<file path="src/rtl/btn_debounce.sv">
// btn_debounce
// Conditions one asynchronous push-button pin for the system clock domain.
// The pin is optionally inverted so that 1 always means "pressed". It is then
// synchronised and filtered by a four-state debounce FSM. The block produces:
//   btn_o     - clean, debounced level
//   press_o   - one-cycle pulse on an accepted press
//   release_o - one-cycle pulse on an accepted release
//   long_o    - one-cycle pulse after the button has been held long enough
// All outputs are registered. The three pulses come from distinct FSM states,
// so they can never be high in the same cycle.

module btn_debounce #(
    parameter int DEBOUNCE_CYCLES = 1_000_000,
    parameter int LONG_CYCLES     = 100_000_000,
    parameter int ACTIVE_HIGH     = 1
) (
    input  logic clk_i,
    input  logic rst_ni,
    input  logic btn_i,
    output logic btn_o,
    output logic press_o,
    output logic release_o,
    output logic long_o
);

    // Counter widths. LONG_CYCLES = 0 disables the long-press feature, but the
    // long counter still needs at least one bit to stay a legal vector.
    localparam int DB_W   = (DEBOUNCE_CYCLES > 0) ? $clog2(DEBOUNCE_CYCLES + 1) : 1;
    localparam int LONG_W = (LONG_CYCLES > 0) ? $clog2(LONG_CYCLES + 1) : 1;

    localparam logic [DB_W-1:0]   DB_MAX   = DB_W'(DEBOUNCE_CYCLES);
    localparam logic [LONG_W-1:0] LONG_MAX = LONG_W'(LONG_CYCLES);
    // Value the long counter holds on the edge where it steps onto LONG_MAX.
    localparam logic [LONG_W-1:0] LONG_PRE = LONG_W'((LONG_CYCLES > 0) ? LONG_CYCLES - 1 : 0);

    typedef enum logic [1:0] {
        RELEASED,
        PRESS_PEND,
        PRESSED,
        RELEASE_PEND
    } state_t;

    state_t              state;
    logic [DB_W-1:0]     db_cnt;
    logic [LONG_W-1:0]   long_cnt;
    logic                pin_lvl;
    logic                sync_p0;
    logic                sync_p1;

    // Normalise polarity before the synchroniser so that 1 always means pressed.
    assign pin_lvl = (ACTIVE_HIGH != 0) ? btn_i : ~btn_i;

    // Two-flop synchroniser. Both flops reset to the released level.
    always_ff @(posedge clk_i or negedge rst_ni) begin
        if (!rst_ni) begin
            sync_p0 <= 1'b0;
            sync_p1 <= 1'b0;
        end else begin
            sync_p0 <= pin_lvl;
            sync_p1 <= sync_p0;
        end
    end

    // Debounce FSM, stability and long-press counters, and registered outputs.
    always_ff @(posedge clk_i or negedge rst_ni) begin
        if (!rst_ni) begin
            state     <= RELEASED;
            db_cnt    <= '0;
            long_cnt  <= '0;
            btn_o     <= 1'b0;
            press_o   <= 1'b0;
            release_o <= 1'b0;
            long_o    <= 1'b0;
        end else begin
            press_o   <= 1'b0;
            release_o <= 1'b0;
            long_o    <= 1'b0;
            case (state)
                RELEASED: begin
                    if (sync_p1) begin
                        state  <= PRESS_PEND;
                        db_cnt <= DB_W'(1);
                    end
                end

                PRESS_PEND: begin
                    if (!sync_p1) begin
                        // Bounce: drop the candidate completely, no partial credit.
                        state  <= RELEASED;
                        db_cnt <= '0;
                    end else if (db_cnt == DB_MAX) begin
                        state    <= PRESSED;
                        btn_o    <= 1'b1;
                        press_o  <= 1'b1;
                        long_cnt <= '0;
                        db_cnt   <= '0;
                    end else begin
                        db_cnt <= db_cnt + 1'b1;
                    end
                end

                PRESSED: begin
                    // Hold time only accrues here; it saturates at LONG_MAX, so
                    // long_o fires exactly once per press.
                    if ((LONG_CYCLES != 0) && (long_cnt != LONG_MAX)) begin
                        long_cnt <= long_cnt + 1'b1;
                        if (long_cnt == LONG_PRE) begin
                            long_o <= 1'b1;
                        end
                    end
                    if (!sync_p1) begin
                        state  <= RELEASE_PEND;
                        db_cnt <= DB_W'(1);
                    end
                end

                RELEASE_PEND: begin
                    // btn_o stays high and the long counter is frozen while a
                    // release is being qualified.
                    if (sync_p1) begin
                        state  <= PRESSED;
                        db_cnt <= '0;
                    end else if (db_cnt == DB_MAX) begin
                        state     <= RELEASED;
                        btn_o     <= 1'b0;
                        release_o <= 1'b1;
                        db_cnt    <= '0;
                    end else begin
                        db_cnt <= db_cnt + 1'b1;
                    end
                end

                default: begin
                    state  <= RELEASED;
                    db_cnt <= '0;
                end
            endcase
        end
    end

endmodule

</file>
<file path="config.mk">
export PLATFORM = sky130hd
export DESIGN_NAME = btn_debounce
export DESIGN_NICKNAME = d
export VERILOG_FILES = /design/src/rtl/btn_debounce.sv
export SDC_FILE = /design/constraint.sdc
export NUM_CORES = 1
export LEC_CHECK = 0
export CAP_MARGIN = 15
export CORE_MARGIN = 2
export CORE_UTILIZATION = 47
export CTS_CLUSTER_SIZE = 16
export DETAILED_ROUTE_END_ITERATION = 6
export GPL_TIMING_DRIVEN = 0
export PLACE_DENSITY_LB_ADDON = 0.1
export SYNTH_ARGS = -nofsm -noshare
export SYNTH_HDL_FRONTEND = slang
export SYNTH_SLANG_ARGS = --single-unit
</file>
<file path="constraint.sdc">
create_clock -name clk_i -period 3.3 [get_ports clk_i]
set_input_delay 0.495 -clock clk_i [delete_from_list [all_inputs] [get_ports clk_i]]
set_output_delay 0.495 -clock clk_i [all_outputs]
set_load 0.005 [all_outputs]
</file>
==> results of run 1 <==
==> where the power goes <==
group          switching, mW  total [mW]  leakage [nW]  internal (mW)
combinational         0.0432      0.0680         0.699         0.0248
sequential           0.00768       0.687         0.758          0.679
clock                  0.227       0.377        0.0483          0.150
==> area by class of cell <==
| cell class | instances | area [um2] |
|---|---|---|
| plain buffers | 15 | 83.83 |
| clock buffers | 5 | 68.82 |
| clock inverters | 3 | 18.77 |
| fillers | 583 | 2999 |
| inverters | 13 | 48.80 |
| multi-input cells | 249 | 1619 |
| flip-flops and latches | 55 | 1376 |
| well taps | 77 | 96.34 |
| repair buffers | 7 | 75.07 |
==> registers in the layout, summed over array words and instances (netlist names), named ones only <==
| name | flops |
|---|---|
| long_cnt | 27 |
| db_cnt | 20 |
| btn_o | 1 |
| long_o | 1 |
| press_o | 1 |
| release_o | 1 |
| state | 1 |
| sync_p0 | 1 |
| sync_p1 | 1 |
==> per-stage QoR <==
stage                     power [mW]  hold slack [ps]  area, um2
after global placement        0.7659            332.6       3284
after global routing           1.183            211.7       3387
after floorplan               0.7373            199.4       3128
after detailed placement      0.7692            339.5       3299
after CTS                      1.149            190.4       3387
final                          1.132            175.6       3387
==> worst paths after layout <==
check / to / slack (ps) / startpoint / cells after the start
max in group asynchronous: db_cnt[11]$_DFFE_PN0P_ / 2540 / rst_ni / 2
min in group clk_i: sync_p1$_DFF_PN0_ / 360 / sync_p0$_DFF_PN0_ / 0
worst min register to register: sync_p1$_DFF_PN0_ / 360 / sync_p0$_DFF_PN0_ / 0
worst min-delay path: long_cnt[0]$_DFFE_PN0P_ / 180 / rst_ni / 1
worst max register to register: db_cnt[11]$_DFFE_PN0P_ / 1260 / db_cnt[0]$_DFFE_PN0P_ / 8
worst max-delay path: db_cnt[11]$_DFFE_PN0P_ / 1260 / db_cnt[0]$_DFFE_PN0P_ / 8
==> placed cells by master (no fill, tap or decap), drive strengths merged, types with 3 or more instances in the layout <==
master         Yosys  layout
clkbuf             4       9
xnor2              5       5
a21oi             14      14
nand2             22      22
nor4b              3       3
nand4b             3       3
and4               3       3
buf               11      13
inv               13      14
nor2              35      35
xor2              13      13
ha                 4       4
dfrtp             55      55
nand3             38      38
and2               3       3
mux2i              4       4
o21ai             21      21
nor4               8       8
or3               11      11
nand4             20      20
clkdlybuf4s50      0       5
nor3              10      10
and3               6       6
==> logic make-up after synthesis <==
family	count (synthesis)
XOR/XNOR	18
buffers and inverters	28
adder cells (fa/ha/maj)	4
multiplexers	4
AND/OR/NAND/NOR	172
flip-flops	55
AO/OA/AOI/OAI	51
==> metal layers <==
metal  vias to the layer above  GRT usage, %  wire length [um]
li1                       1222             -                 -
met1                      1268         25.51              3050
met2                        30         34.45              3443
met3                        11         2.984               150
met4                         0         6.205               112
met5                         -             0                 0
==> cell usage after synthesis (3+ instances only) <==
cell      count
and3_1        6
nor3_1        9
a21oi_1      14
xor2_1       12
o21ai_1       6
inv_1        13
xnor2_1       5
nor4_4        3
nand4_1      17
buf_2         9
clkbuf_1      3
nand2_1      21
dfrtp_1      55
nor2_1       35
ha_1          4
mux2i_1       4
and4_1        3
nand3_1      38
nor4_1        4
o21ai_0      14
or3_1        11
==> worst max-delay path, stage by stage, from the launching register on <==
cell,delay [ps]
dfrtp_1,490
inv_1,70
ha_1,210
nor4b_4,140
and4b_2,280
a31oi_4,360
buf_6,210
nand4_1,100
mux2i_1,130
==> metrics.yaml, run 1 <==
grt_pass1_wl_mm: 11.64
syn_to_final_growth_pct: 8.280
synth_compound_area_share_pct: 10.60
fmax_mhz: 489.4
synth.distinct_cells: 60
drt_iter0_markers: 108
clockBufferDepth: 2
place_ws_ps: 1299
rsz0062_at_grt: "false"
portBuffers: 6
dr.pass1.iters: 4
synth_xor_area_share_pct: 5.280
clkLatencyLatePin_ps: 310
tns_ps: 0
gp_congestion: 0.8305
hpwl_mm: 4.910
cp_max_fo: 10
syn_inst: 332
clock-sinks: 55
start_util_pct: 48.98
synth_top_family_by_area: "simple AND/OR/NAND/NOR gates"
synth_area_um2: 3128
wl_per_cell_um: 15.94
crit_required_ps: 3530
vias_per_cell: 5.969
instances_no_fill: 424
numCtsBuffers: 5
drive_gt1_share_pct: 12.39
netlist_top_cells_area: "dfrtp_1, nand3_1, nor2_1"
synth_fa_ha_area_share_pct: 1.600
crit_type: "flop to flop"
power_density_nw_per_um2: 334.2
die_w_um: 85.58
grt_util_all_layers_pct: 19.82
post_cts_buffers: 0
synthMuxAreaShare_pct: 1.280
antenna_found_initial: 0
setup_viol: 0
arrival_ps: 2280
synth_top_area_share_pct: 44.00
max_slew_margin_pct: 58.37
hold_class: "primary input to asynchronous set/reset pin"
diodes: 0
place_inst: 416
yosysWarnings: 0
die_h_um: 85.58
dieArea_um2: 7324
synthSimpleGateAreaFrac_pct: 33.00
syn_area_per_cell_um2: 9.422
drc_errors: 0
async_reset_ff_share_pct: 100.0
cts_tree: "yes"
first_global_vias: 2424
startpoint_type: "flop"
num_vias: 2531
h-tree-depth: 2
worst-slew-pin-transition_ps: 619.6
ios: 7
cts_root_buffer: "clkbuf_8"
grt_max_degree: 31
drt_wl_total_mm: 6.757
ys_seq_area_share_pct: 44.00
fin_crit_sh_pct: 61.92
cts_hold_buffers: 0
std_cell_rows: 29
cts-resized-gates: 0
crit_path_end_kind: "flop"
synth_ff_type: "dfrtp_1"
yosysTopAreaCell: "dfrtp_1"
grt_overflow_total: 0
core_um2: 6386
vdd_drop_max_uv: 194.0
cts.clk_slew.worst_paths_ps: 100
p_leak_nw: 1.506
setup_slack_ps: 1257
cap_violations: 0
skew_ps: 10.65
postRouteAntennaNets: 0
slew_violations: 0
min_period_ps: 2043
synth-seq-cells: 55
finalHoldViolCount: 0
fin_nets: 353
fin_util_pct: 53.04
synth_edf_count: 0
outcome: "complete, no violations"
synth_fp_nets: 339
(Power assumes the default switching activity.)
==> run 2, diff against run 1 <==
==> constraint.sdc (replaced) <==
create_clock -name clk_i -period 1.8 [get_ports clk_i]
set_input_delay 0.27 -clock clk_i [delete_from_list [all_inputs] [get_ports clk_i]]
set_output_delay 0.27 -clock clk_i [all_outputs]
set_load 0.005 [all_outputs]
==> run 2 against run 1 <==
The flow now finishes with violations (setup timing); power grew 91%; global-route usage grew 1.9 points; setup slack lost 1400 ps; largest cell class unchanged.
==> metrics.yaml, run 2 (synthesis results as in run 1) <==
numCtsBuffers: 5  # unchanged
fin_area_um2: 3862  # +14%
num_vias: 2670  # +5.5%
crit_required_ps: 1980  # -1550 ps
fmax_mhz: 518.1  # +5.9%
grt_util_met2_pct: 37.78  # +3.3 points
max_slew_margin_pct: 60.31  # +1.9 points
startpoint_type: "flop"
hold_class: "flop to flop"
hold_end: "sync_p1$_DFF_PN0_"
clkLatencyLatePin_ps: 310  # about the same
clock-sinks: 55  # unchanged
drt_wl_total_mm: 7.786  # +15%
layout_common_cells: "dfrtp_1, nor2_1, nand3_1"
min_period_ps: 1930  # -113.0 ps
cts.clk_slew.worst_paths_ps: 100  # about the same
vias_per_cell: 5.947  # -0.38%
top_regs: "long_cnt: 27 flops, db_cnt: 20 flops"
cp_max_fo: 5  # -5
cts_root_buffer: "clkbuf_8"
fin_crit_sh_pct: 107.2  # +45 points
gr-usage-met3_pct: 3.369  # +0.38 points
die_w_um: 85.58  # unchanged
dr.pass1.iters: 4  # unchanged
grt_util_all_layers_pct: 21.77  # +1.9 points
nFillCells: 550  # -5.7%
core_um2: 6386  # unchanged
grt_max_degree: 31  # unchanged
r2r_setup_slack_ps: -130  # -1390 ps
grtUsageMet1_pct: 27.50  # +2.0 points
portBuffers: 6  # unchanged
violations: "setup timing"
largest_reg_flops: 27  # unchanged
syn_to_final_growth_pct: 23.48
skew_ps: 11.31  # +0.6640 ps
top_usage_layer: "met2"
drt_iter0_markers: 76  # -30%
slew_violations: 0  # unchanged
finalHoldViolCount: 0  # unchanged
vdd_drop_max_uv: 357.1  # +84%
arrival_ps: 2110  # -170 ps
grt_pass1_wl_mm: 12.69  # +9.0%
antenna_found_initial: 0  # unchanged
std_cell_rows: 29  # unchanged
r2r_start: "db_cnt[1]$_DFFE_PN0P_"
power_density_nw_per_um2: 560.5  # +68%
postRouteAntennaNets: 0  # unchanged
outcome: "complete, but fails checks"
clockBufferDepth: 2  # unchanged
crit_type: "flop to flop"
setup_slack_ps: -130.3  # -1387 ps
die_h_um: 85.58  # unchanged
drc_errors: 0  # unchanged
place_area_um2: 3299  # unchanged
h-tree-depth: 2  # unchanged
holdCritStartpoint: "sync_p0$_DFF_PN0_"
crit_path_end_kind: "flop"
hpwl_mm: 4.910  # unchanged
first_global_vias: 2524  # +4.1%
fin_nets: 378  # +7.1%
dieArea_um2: 7324  # unchanged
rsz0062_at_grt: "true"
cts_tree: "yes"
hold_depth: 0
p_total_mw: 2.165  # +91%
ff2ff_path_depth: 9  # +1
wl_per_cell_um: 17.34  # +8.8%
top_register: "long_cnt"
layout_commonest_cell: "dfrtp_1"
grt_overflow_total: 0  # unchanged
gp_congestion: 0.8305  # unchanged
cap_violations: 0  # unchanged
diodes: 0  # unchanged
worst-slew-pin-transition_ps: 595.4  # -24.21 ps
rr_endpoint: "db_cnt[9]$_DFFE_PN0P_"
ios: 7  # unchanged
start_util_pct: 48.98  # unchanged
drive_gt1_share_pct: 30.38  # +18 points
setup_viol: 39  # +39
p_leak_nw: 1.637  # +8.7%
## run 2: cell types whose count changed in the layout (fill, tap and decap cells not counted), sizes merged
cell	before	now
buf	13	38
clkbuf	9	8
dlygate4sd3	0	1
## run 2: layout make-up
| type | count | area [um2] | area share (%) |
|---|---|---|---|
| clock buffer | 5 | 68.82 | 1.782 |
| inverter | 13 | 48.80 | 1.263 |
| clock inverter | 3 | 18.77 | 0.4859 |
| buffer | 12 | 95.09 | 2.462 |
| sequential | 55 | 1386 | 35.89 |
| timing repair buffer | 35 | 321.6 | 8.325 |
| multi-input combinational | 249 | 1827 | 47.30 |
| tap | 77 | 96.34 | 2.494 |
## run 2: worst max-delay path by stage
stage	startpoint	to	slack (ps)	depth (start not counted)
final	db_cnt[1]$_DFFE_PN0P_	db_cnt[9]$_DFFE_PN0P_	-130	9
after global routing	db_cnt[1]$_DFFE_PN0P_	btn_o$_DFFE_PN0P_	-220	8
after CTS	db_cnt[0]$_DFFE_PN0P_	db_cnt[11]$_DFFE_PN0P_	-70	9
after detailed placement	db_cnt[0]$_DFFE_PN0P_	db_cnt[11]$_DFFE_PN0P_	-200	8
after global placement	rst_ni	db_cnt[6]$_DFFE_PN0P_	-1290	1
after floorplan	db_cnt[0]$_DFFE_PN0P_	long_cnt[2]$_DFFE_PN0P_	40	8
## run 2: metal layers
layer	vias to the layer above	share of wire, %
met4	0	1.9
li1	1278	-
met3	9	2.3
met1	1340	44
met5	-	0
met2	43	52
## run 2: metrics by stage
| step | setup slack, ps | cells | hold slack, ps | utilization, % | setup TNS, ps |
|---|---|---|---|---|---|
| 2_1_floorplan | 41.93 | 332 | -25.59 | - | 0 |
| 3_3_place_gp | -1292 | 415 | 332.6 | 51.43 | -75670 |
| 3_5_place_dp | -201.1 | 416 | 311.9 | 51.67 | -5067 |
| 4_1_cts | -71.26 | 441 | 363.1 | 57.11 | -773.6 |
| 5_1_grt | -222.5 | 449 | 362.8 | 60.48 | -7066 |
| 6_report | -130.3 | 449 | 358.8 | 60.48 | -2532 |
## run 2: critical path, stage by stage, from the launching register on
cell	delay [ps]
dfrtp_1	420
inv_2	90
ha_4	130
nor4b_4	240
and4b_2	310
buf_6	110
a31oi_4	110
buf_6	190
a21oi_2	130
a31oi_1	50
## run 2: power breakdown
group | switching [mW] | internal (mW)
sequential | 0.0111 | 1.25
clock | 0.424 | 0.276
combinational | 0.115 | 0.0932
## run 2: repair_timing
action,in CTS,in global routing
setup endpoints to repair,44,49
gates cloned,3,1
hold buffers,1,0
buffers inserted,16,7
gates resized for setup,41,48
endpoints found under the hold margin,25,0
pin swaps,15,18
==> run 3, diff against run 2 <==
--- a/config.mk
+++ b/config.mk
@@ -8,6 +8,7 @@
 export CAP_MARGIN = 15
 export CORE_MARGIN = 2
 export CORE_UTILIZATION = 47
+export CTS_BUF_LIST = sky130_fd_sc_hd__clkbuf_4
 export CTS_CLUSTER_SIZE = 16
 export DETAILED_ROUTE_END_ITERATION = 6
 export GPL_TIMING_DRIVEN = 0
==> run 3 against run 2 <==
The run still ends with setup timing left; non-clock buffer count shrank 5; core utilization shrank 0.80 points; design area shrank 1.3%; sequential share of layout area grew 0.55 points; largest cell class unchanged; largest power group unchanged; highest routed layer unchanged.
==> metrics.yaml, run 3 (synthesis results as in run 1) <==
outcome: "complete, but fails checks"
violations: "setup timing"
hpwl_mm: 4.910  # unchanged
vdd_drop_max_uv: 391.4  # +9.6%
drt_iter0_markers: 86  # +13%
arrival_ps: 2220  # +110 ps
setup_viol: 40  # +2.6%
cts_tree: "yes"
clockBufferDepth: 2  # unchanged
p_leak_nw: 1.602  # -2.1%
finalHoldViolCount: 0  # unchanged
portBuffers: 6  # unchanged
min_period_ps: 1895  # -34.87 ps
gp_congestion: 0.8305  # unchanged
r2r_start: "db_cnt[8]$_DFFE_PN0P_"
cts.clk_slew.worst_paths_ps: 160  # +60 ps
ios: 7  # unchanged
layout_common_cells: "dfrtp_1, nor2_1, nand3_1"
tns_ps: -1219  # +1312 ps
postRouteAntennaNets: 0  # unchanged
cp_max_fo: 5  # unchanged
die_w_um: 85.58  # unchanged
rr_endpoint: "db_cnt[18]$_DFFE_PN0P_"
dieArea_um2: 7324  # unchanged
antenna_found_initial: 0  # unchanged
drive_gt1_share_pct: 29.97  # -0.40 points
num_vias: 2627  # -1.6%
hold_end: "sync_p0$_DFF_PN0_"
p_total_mw: 2.024  # -6.5%
r2r_setup_slack_ps: -100  # +30 ps
vias_per_cell: 5.917  # -0.50%
crit_path_end_kind: "flop"
core_um2: 6386  # unchanged
grt_util_all_layers_pct: 21.27  # -0.51 points
holdWs_ps: 308.4  # -50.39 ps
nFillCells: 553  # +0.55%
setup_slack_ps: -95.44  # +34.87 ps
grt_overflow_total: 0  # unchanged
wl_per_cell_um: 16.82  # -3.0%
cap_violations: 0  # unchanged
clock-sinks: 55  # unchanged
ff2ff_path_depth: 5  # -4
die_h_um: 85.58  # unchanged
largest_reg_flops: 27  # unchanged
power_density_nw_per_um2: 531.0  # -5.3%
numCtsBuffers: 5  # unchanged
fin_nets: 373  # -1.3%
diodes: 0  # unchanged
rsz0062_at_grt: "true"
crit_required_ps: 2130  # +150 ps
place_area_um2: 3299  # unchanged
top_register: "long_cnt"
hold_class: "primary input to flop"
fin_area_um2: 3811  # -1.3%
grt_pass1_wl_mm: 12.43  # -2.1%
worst-slew-pin-transition_ps: 594.2  # -1.245 ps
place_ws_ps: -201.1  # unchanged
max_slew_margin_pct: 60.39  # +0.083 points
fmax_mhz: 527.6  # +1.8%
clkLatencyLatePin_ps: 380  # +70 ps
first_global_vias: 2572  # +1.9%
startpoint_type: "flop"
fin_crit_sh_pct: 105.3  # -1.9 points
crit_type: "flop to flop"
start_util_pct: 48.98  # unchanged
drt_wl_total_mm: 7.466  # -4.1%
skew_ps: 13.06  # +1.749 ps
h-tree-depth: 2  # unchanged
hold_depth: 1  # +1
layout_commonest_cell: "dfrtp_1"
top_regs: "long_cnt: 27 flops, db_cnt: 20 flops"
cts_root_buffer: "clkbuf_4"
std_cell_rows: 29  # unchanged
holdCritStartpoint: "btn_i"
drc_errors: 0  # unchanged
syn_to_final_growth_pct: 21.84
grt_max_degree: 31  # unchanged
dr.pass1.iters: 4  # unchanged
slew_violations: 0  # unchanged
[run 3: cell count changes in the layout (fill, tap and decap cells not counted), moves of 3 or more]
cell,change
clkbuf_8,-5
clkbuf_4,+5
buf_6,-5
nand3_1,-3
o21ai_1,-3
[run 3: power breakdown]
group / switching (mW) / internal (mW)
clock network: 0.402 / 0.154
registers: 0.0121 / 1.25
logic: 0.112 / 0.0951
total: 0.526 / 1.50
[run 3: per-layer routing]
layer | GRT usage [%] | vias to the layer above | wire, um
met3 | 3.369 | 10 | 180
met5 | 0 | - | 0
met2 | 38.21 | 40 | 3934
met1 | 26.16 | 1309 | 3239
li1 | - | 1268 | -
met4 | 6.638 | 0 | 112
[run 3: how the worst max path moves through the flow]
stage	startpoint	end	slack (ps)	depth (start not counted)
CTS	db_cnt[0]$_DFFE_PN0P_	db_cnt[11]$_DFFE_PN0P_	-60	8
floorplan	db_cnt[0]$_DFFE_PN0P_	long_cnt[2]$_DFFE_PN0P_	40	8
global placement	rst_ni	db_cnt[6]$_DFFE_PN0P_	-1290	1
global route	db_cnt[1]$_DFFE_PN0P_	db_cnt[10]$_DFFE_PN0P_	-200	8
finish	db_cnt[8]$_DFFE_PN0P_	db_cnt[18]$_DFFE_PN0P_	-100	5
detailed placement	db_cnt[0]$_DFFE_PN0P_	db_cnt[11]$_DFFE_PN0P_	-200	8
[run 3: area by class of cell]
type	count	area, um2	area share, %
multi-input cells	249	1851	48.56
flip-flops and latches	55	1389	36.44
repair buffers	30	281.5	7.387
well taps	77	96.34	2.528
plain buffers	12	88.84	2.331
inverters	13	48.80	1.280
clock buffers	5	37.54	0.9849
clock inverters	3	18.77	0.4924
[run 3: what timing repair did]
action,CTS,global route
hold endpoints to repair,25,0
pin swaps,12,20
hold buffers,1,0
endpoints found under the setup margin,44,46
buffers inserted,11,9
gates resized for setup,37,43
cloned,2,0
[run 3: per-stage QoR]
step | cells | utilization, %
finish | 444 | 59.68
global route | 444 | 59.68
CTS | 435 | 56.01
detailed placement | 416 | 51.67
global placement | 415 | 51.43
floorplan | 332 | -
[run 3: critical path, cell delays in order (launching register included)]
cell	delay, ps
dfrtp_1	540
nand4_4	180
nor3_1	470
nand3_1	280
nor4_4	260
a21o_1	110
